[src/rtl/internal_memory_arbiter_if.sv]
// Requester-side and memory-side signals of the internal memory arbiter.
// The master modport is the environment view; slave is the arbiter's view.
interface internal_memory_arbiter_if #(
  parameter int unsigned TagWidth = 21
) ();
  logic [3:0]                   ACT;
  logic [3:0]                   CMD;
  logic [3:0][15:0]             ADDR;
  logic [3:0][7:0]              BE;
  logic [3:0][63:0]             DI;
  logic [3:0][TagWidth-1:0]     TI;
  logic [3:0]                   NEXT;
  logic [3:0]                   DRDY;
  logic [63:0]                  DO;
  logic [TagWidth-1:0]          TO;
  logic                         MACT;
  logic                         MCMD;
  logic [15:0]                  MADDR;
  logic [7:0]                   MBE;
  logic [63:0]                  MDI;
  logic [TagWidth+1:0]          MTI;
  logic                         MDRDY;
  logic [63:0]                  MDO;
  logic [TagWidth+1:0]          MTO;

  modport master (
    output ACT, CMD, ADDR, BE, DI, TI, MDRDY, MDO, MTO,
    input  NEXT, DRDY, DO, TO, MACT, MCMD, MADDR, MBE, MDI, MTI
  );

  modport slave (
    input  ACT, CMD, ADDR, BE, DI, TI, MDRDY, MDO, MTO,
    output NEXT, DRDY, DO, TO, MACT, MCMD, MADDR, MBE, MDI, MTI
  );
endinterface

[src/rtl/internal_memory_arbiter.sv]
// Four-requester round-robin arbiter driving one registered memory command per cycle
// and routing read data back to the issuer via the requester index carried in the tag.
module internal_memory_arbiter #(
  parameter int unsigned TagWidth = 21
) (
  input  logic                          CLK,
  input  logic                          RESET,
  internal_memory_arbiter_if.slave      bus_io
);

  logic [1:0]          ptr_q, ptr_d;
  logic                grant_valid;
  logic [1:0]          grant_idx;
  logic [1:0]          cand_idx;

  logic                mact_q, mact_d;
  logic                mcmd_q, mcmd_d;
  logic [15:0]         maddr_q, maddr_d;
  logic [7:0]          mbe_q, mbe_d;
  logic [63:0]         mdi_q, mdi_d;
  logic [TagWidth+1:0] mti_q, mti_d;

  logic [3:0]          drdy_q, drdy_d;
  logic [63:0]         rdata_q, rdata_d;
  logic [TagWidth-1:0] rtag_q, rtag_d;

  // Scan offsets high to low so the requester closest to the pointer wins.
  always_comb begin
    grant_valid = 1'b0;
    grant_idx   = ptr_q;
    cand_idx    = ptr_q;
    for (int k = 3; k >= 0; k--) begin
      cand_idx = ptr_q + 2'(k);
      if (RESET && bus_io.ACT[cand_idx]) begin
        grant_valid = 1'b1;
        grant_idx   = cand_idx;
      end
    end
  end

  always_comb begin
    ptr_d   = ptr_q;
    mact_d  = grant_valid;
    mcmd_d  = mcmd_q;
    maddr_d = maddr_q;
    mbe_d   = mbe_q;
    mdi_d   = mdi_q;
    mti_d   = mti_q;
    if (grant_valid) begin
      ptr_d   = grant_idx + 2'd1;
      mcmd_d  = bus_io.CMD[grant_idx];
      maddr_d = bus_io.ADDR[grant_idx];
      mbe_d   = bus_io.BE[grant_idx];
      mdi_d   = bus_io.DI[grant_idx];
      mti_d   = {grant_idx, bus_io.TI[grant_idx]};
    end
  end

  // Top two tag bits select which requester sees the returned data.
  always_comb begin
    drdy_d  = 4'b0000;
    rdata_d = rdata_q;
    rtag_d  = rtag_q;
    if (bus_io.MDRDY) begin
      drdy_d  = 4'b0001 << bus_io.MTO[TagWidth+1 -: 2];
      rdata_d = bus_io.MDO;
      rtag_d  = bus_io.MTO[TagWidth-1:0];
    end
  end

  always_ff @(posedge CLK) begin
    if (!RESET) begin
      ptr_q   <= 2'd0;
      mact_q  <= 1'b0;
      mcmd_q  <= 1'b0;
      maddr_q <= '0;
      mbe_q   <= 8'hFF;
      mdi_q   <= '0;
      mti_q   <= '0;
      drdy_q  <= 4'b0000;
      rdata_q <= '0;
      rtag_q  <= '0;
    end else begin
      ptr_q   <= ptr_d;
      mact_q  <= mact_d;
      mcmd_q  <= mcmd_d;
      maddr_q <= maddr_d;
      mbe_q   <= mbe_d;
      mdi_q   <= mdi_d;
      mti_q   <= mti_d;
      drdy_q  <= drdy_d;
      rdata_q <= rdata_d;
      rtag_q  <= rtag_d;
    end
  end

  assign bus_io.NEXT  = grant_valid ? (4'b0001 << grant_idx) : 4'b0000;
  assign bus_io.MACT  = mact_q;
  assign bus_io.MCMD  = mcmd_q;
  assign bus_io.MADDR = maddr_q;
  assign bus_io.MBE   = mbe_q;
  assign bus_io.MDI   = mdi_q;
  assign bus_io.MTI   = mti_q;
  assign bus_io.DRDY  = drdy_q;
  assign bus_io.DO    = rdata_q;
  assign bus_io.TO    = rtag_q;

endmodule

[src/flat_wrapper.sv]
// flat-port wrapper written by rule: the top's interface ports become plain ports
module internal_memory_arbiter_flat 
#(
  parameter int unsigned TagWidth = 21
)
  (CLK, RESET, bus_io_ACT, bus_io_CMD, bus_io_ADDR, bus_io_BE, bus_io_DI, bus_io_TI, bus_io_MDRDY, bus_io_MDO, bus_io_MTO, bus_io_NEXT, bus_io_DRDY, bus_io_DO, bus_io_TO, bus_io_MACT, bus_io_MCMD, bus_io_MADDR, bus_io_MBE, bus_io_MDI, bus_io_MTI);
  internal_memory_arbiter_if #(.TagWidth(TagWidth)) bus_io_i ();
  input  logic CLK;
  input  logic RESET;
  input wire logic [$bits(bus_io_i.ACT)-1:0] bus_io_ACT;
  input wire logic [$bits(bus_io_i.CMD)-1:0] bus_io_CMD;
  input wire logic [$bits(bus_io_i.ADDR)-1:0] bus_io_ADDR;
  input wire logic [$bits(bus_io_i.BE)-1:0] bus_io_BE;
  input wire logic [$bits(bus_io_i.DI)-1:0] bus_io_DI;
  input wire logic [$bits(bus_io_i.TI)-1:0] bus_io_TI;
  input wire logic [$bits(bus_io_i.MDRDY)-1:0] bus_io_MDRDY;
  input wire logic [$bits(bus_io_i.MDO)-1:0] bus_io_MDO;
  input wire logic [$bits(bus_io_i.MTO)-1:0] bus_io_MTO;
  output wire logic [$bits(bus_io_i.NEXT)-1:0] bus_io_NEXT;
  output wire logic [$bits(bus_io_i.DRDY)-1:0] bus_io_DRDY;
  output wire logic [$bits(bus_io_i.DO)-1:0] bus_io_DO;
  output wire logic [$bits(bus_io_i.TO)-1:0] bus_io_TO;
  output wire logic [$bits(bus_io_i.MACT)-1:0] bus_io_MACT;
  output wire logic [$bits(bus_io_i.MCMD)-1:0] bus_io_MCMD;
  output wire logic [$bits(bus_io_i.MADDR)-1:0] bus_io_MADDR;
  output wire logic [$bits(bus_io_i.MBE)-1:0] bus_io_MBE;
  output wire logic [$bits(bus_io_i.MDI)-1:0] bus_io_MDI;
  output wire logic [$bits(bus_io_i.MTI)-1:0] bus_io_MTI;
  assign bus_io_i.ACT = bus_io_ACT;
  assign bus_io_i.CMD = bus_io_CMD;
  assign bus_io_i.ADDR = bus_io_ADDR;
  assign bus_io_i.BE = bus_io_BE;
  assign bus_io_i.DI = bus_io_DI;
  assign bus_io_i.TI = bus_io_TI;
  assign bus_io_i.MDRDY = bus_io_MDRDY;
  assign bus_io_i.MDO = bus_io_MDO;
  assign bus_io_i.MTO = bus_io_MTO;
  assign bus_io_NEXT = bus_io_i.NEXT;
  assign bus_io_DRDY = bus_io_i.DRDY;
  assign bus_io_DO = bus_io_i.DO;
  assign bus_io_TO = bus_io_i.TO;
  assign bus_io_MACT = bus_io_i.MACT;
  assign bus_io_MCMD = bus_io_i.MCMD;
  assign bus_io_MADDR = bus_io_i.MADDR;
  assign bus_io_MBE = bus_io_i.MBE;
  assign bus_io_MDI = bus_io_i.MDI;
  assign bus_io_MTI = bus_io_i.MTI;
  internal_memory_arbiter #(.TagWidth(TagWidth)) u_core (.CLK(CLK), .RESET(RESET), .bus_io(bus_io_i));
endmodule
[config.mk]
export PLATFORM = sky130hd
export DESIGN_NAME = internal_memory_arbiter_flat
export DESIGN_NICKNAME = d
export VERILOG_FILES = /design/src/rtl/internal_memory_arbiter_if.sv /design/src/rtl/internal_memory_arbiter.sv /design/src/flat_wrapper.sv
export SDC_FILE = /design/constraint.sdc
export NUM_CORES = 1
export LEC_CHECK = 0
export ABC_AREA = 1
export CAP_MARGIN = 20
export CORE_AREA = 2 2 284 286
export CTS_CLUSTER_SIZE = 8
export DETAILED_ROUTE_END_ITERATION = 8
export DIE_AREA = 0 0 286 288
export GPL_ROUTABILITY_DRIVEN = 0
export PLACE_DENSITY_LB_ADDON = 0.2
export SLEW_MARGIN = 0
export SYNTH_ARGS = -nofsm -noshare
export SYNTH_HDL_FRONTEND = slang
export SYNTH_SLANG_ARGS = --single-unit
[constraint.sdc]
create_clock -name CLK -period 2.9 [get_ports CLK]
set_clock_uncertainty 0.1 [all_clocks]
set_input_delay 0.725 -clock CLK [delete_from_list [all_inputs] [get_ports CLK]]
set_output_delay 0.725 -clock CLK [all_outputs]
set_load 0.02 [all_outputs]
==> impl_metrics.csv <==
group,metric,value,unit
status,run_status,"finished with violations",
status,failed_checks,"setup timing",
clocking,clock_insertion_delay_worst_skew,0.59,ns
drt,route.detailed.wl_per_inst,16.9,um
timing,max_freq,319,MHz
power_and_ir_drop,power.density,958,nW/um^2
grt,grt_usage,15.3,%
power_and_ir_drop,ir_worst_vdd,0.00104,V
yosys,number_of_flip_flops_and_latches_in_the_synthesized_netlist,204,
power_and_ir_drop,p_seq_share,19.3,%
drt,drt_iter0_drc,704,
final_layout,finish.cell_count_without_fillers,3922,
power_and_ir_drop,post-layout-total-power,21.3,mW
drt,post_drt_via_cell_ratio,3.89,
setup_path,critical_path.reg2reg.startpoint,"u_core.ptr_q[0]",
floorplan,rows,104,
yosys,yosys_warnings,0,
setup_path,critPathRequiredTime,2.08,ns
yosys,synthesis.nets,2667,
power_and_ir_drop,p_clk_share,16.5,%
grt,number_of_global_route_vias_before_repair,15119,
clocking,cts_sinks,204,
setup_path,timing_worst_setup_path_type,"register to primary output",
final_layout,postLayoutCoreUtil,28.0,%
timing,final_min_period_over_clock_period,108,%
timing,worst_pin_slew,0.947,ns
final_layout,flow.area_growth_from_synthesis,80.9,%
clocking,clk_transition_reported_paths,0.05,ns
timing,timing.final.setup_violations,4,
final_layout,final_common_cell,"clkdlybuf4s50_1",
clocking,cts_buffer_depth,3,
grt,number_of_antenna_violations_at_the_first_check_in_global_routing,10,
power_and_ir_drop,sw_frac_of_total,47.6,%
yosys,synth.area.top_cells,"dfxtp_1, nand2_1, nand3_1, nor2_1, inv_1",
yosys,yosys.cell_types.count,26,
timing,hold_viol_final,0,
setup_path,r2r_setup_slack,0.25,ns
drt,route.detailed.drc,0,
timing,hold-worst-slack,0.365,ns
grt,global_route_wire_length_before_repair,96.6,mm
yosys,synth.largest_area_cell,"dfxtp_1",
min_path,worst_hold_path_type,"register to register",
final_layout,layout.nets,3376,
floorplan,start_util,15.5,%
job,max_cap_violations,0,
drt,routed_vias,15245,
drt,detail_route.first_pass.iterations,5,
grt,grt.overflow.total,0,
floorplan,die-height,288,um
setup_path,worst_setup_path_endpoint,"bus_io_NEXT[0]",
timing,post-route-min-period,3.14,ns
floorplan,design.core.area,79600,sq um
setup_path,startpoint,"u_core.ptr_q[0]",
final_layout,post_route_cells_drive_above_1_share,6.10,%
setup_path,worstRegToRegCells,15,
timing,fin_ws,-0.238,ns
setup_path,critPathMaxFanout,7,
floorplan,die_area,82400,sq um
power_and_ir_drop,static_leak,10.6,nW
power_and_ir_drop,pwr-share-comb,64.2,%
timing,slew-limit-headroom,36.9,%
placement,placed_cells,3861,
clocking,cts_root_buf,"clkbuf_16",
placement,place.port_buffers,739,
timing,slew_viol_final,0,
clocking,cts_htree_levels,1,
clocking,cts_buffers,31,
setup_path,cp.arrival,2.31,ns
setup_path,crit-reg2reg-capture,"u_core.bus_io.MTI[8]",
yosys,fraction_of_the_yosys_area_taken_by_sequential_cells,33.1,%
floorplan,fp.dieW,286,um
timing,rsz0062_at_grt,"true",
drt,postRouteWirelength,66.3,mm
clocking,cts_tree,"done",
yosys,synth_area_per_cell,5.78,sq um
setup_path,setup.worst_path.end_class,"primary output",
yosys,yosysTopAreaCellShare,33.1,%
final_layout,layout_common_cells,"clkdlybuf4s50_1, nand2_1, nor2_1",
grt,grt_start_max_net_pins,141,
setup_path,cp-start-kind,"register",
drt,detail_route_antenna_nets,0,
power_and_ir_drop,p_int,11.2,mW
yosys,synth_cells,2133,
power_and_ir_drop,power.net_switching,10.2,mW
yosys,synth.cell_area,12300,sq um
floorplan,design.portCount,740,
placement,dp_hpwl,49.7,mm
## worst max-delay path, stage by stage, from the launching register on
cell,delay [ns]
dfxtp_4,0.35
buf_8,0.14
nand2_1,0.07
nand3_1,0.09
nand3_2,0.11
nand3_2,0.10
nand2_4,0.10
nand2_4,0.06
nand2_4,0.08
nand2_8,0.06
inv_6,0.06
buf_6,0.11
nand2_4,0.05
nor2_4,0.08
buf_6,0.13
buf_6,0.13
## sequential cells by signal, indices dropped and copies added (netlist names)
signal and count:
u_core.bus_io.DO 64, u_core.bus_io.MDI 64, u_core.bus_io.MTI 23, u_core.bus_io.TO 21, u_core.bus_io.MADDR 16, u_core.bus_io.MBE 8
u_core.bus_io.DRDY 4, u_core.ptr_q 2, u_core.bus_io.MACT 1, u_core.bus_io.MCMD 1
## power by group through the flow
stage          Clock (mW)  Sequential, mW  Combinational (mW)
2_1_floorplan           0            5.09                6.93
3_3_place_gp            0            4.16                13.6
3_5_place_dp            0            4.17                13.5
4_1_cts              3.71            4.14                13.8
5_1_grt              3.77            4.23                15.2
6_report             3.52            4.13                13.7
## final cells by class
cell class              count  area (sq um)
diodes                      8          20.0
clock buffers              43           871
clock inverters             2          25.0
fillers                  9018         57300
inverters                 366          1380
multi-input cells        1418          6340
flip-flops and latches    204          4090
well taps                1060          1330
repair buffers            821          8230
## worst min path at each step
| stage | end | cells past startpoint | start | slack (ns) |
|---|---|---|---|---|
| detailed placement | u_core.bus_io.MTI[22] | 2 | u_core.bus_io.MTI[22] | 0.36 |
| global placement | u_core.bus_io.MBE[1] | 2 | u_core.bus_io.MBE[1] | 0.35 |
| finish | u_core.bus_io.MTI[22] | 2 | u_core.bus_io.MTI[22] | 0.36 |
| global route | u_core.bus_io.MTI[22] | 2 | u_core.bus_io.MTI[22] | 0.39 |
| floorplan | u_core.bus_io.MTI[22] | 2 | u_core.bus_io.MTI[22] | 0.44 |
| CTS | u_core.bus_io.TO[18] | 4 | bus_io_MDRDY | 0.36 |
## synthesized netlist by cell type (all sizes together)
library cell and count:
a21oi 8, dfxtp 204, nor3b 43, nand3b 14, nor2 382, nand2 510, clkinv 1, nand3 368
a211oi 1, clkbuf 57, inv 365, or2 1, nand4 1, o21ai 86, buf 88, nor4 2
o211ai 2
## per-layer routing
metal,up-vias,GRT usage (%),share of wire (%)
met5,-,0,0.018
met4,2,4.74,2.9
met3,82,3.42,6.0
met2,421,27.1,50
met1,6844,18.2,41
li1,7896,-,-
## what timing repair did
action                                  in CTS  in global routing
cloned                                       0                  0
buffers inserted                             4                  4
resized for setup                           54                 15
pin swaps                                   16                 15
endpoints found under the setup margin       4                  4
hold buffers                                 0                  0
## metrics by stage
stage                     instance area (sq um)  setup TNS (ns)  setup WS, ns
after detailed placement                  21100          -46.98        -0.886
after floorplan                           12300               0        0.0540
after global routing                      22300           -1.44        -0.401
final                                     22300          -0.750        -0.238
after CTS                                 22200          -0.980        -0.335
after global placement                    21100          -49.20        -0.893
## cell families after synthesis
family / share of synthesized area (%)
compound gates: 4.00
buf+inv: 16.8
flops: 33.1
simple gates: 46.0
Note: power is estimated with default switching activity, not from simulation.
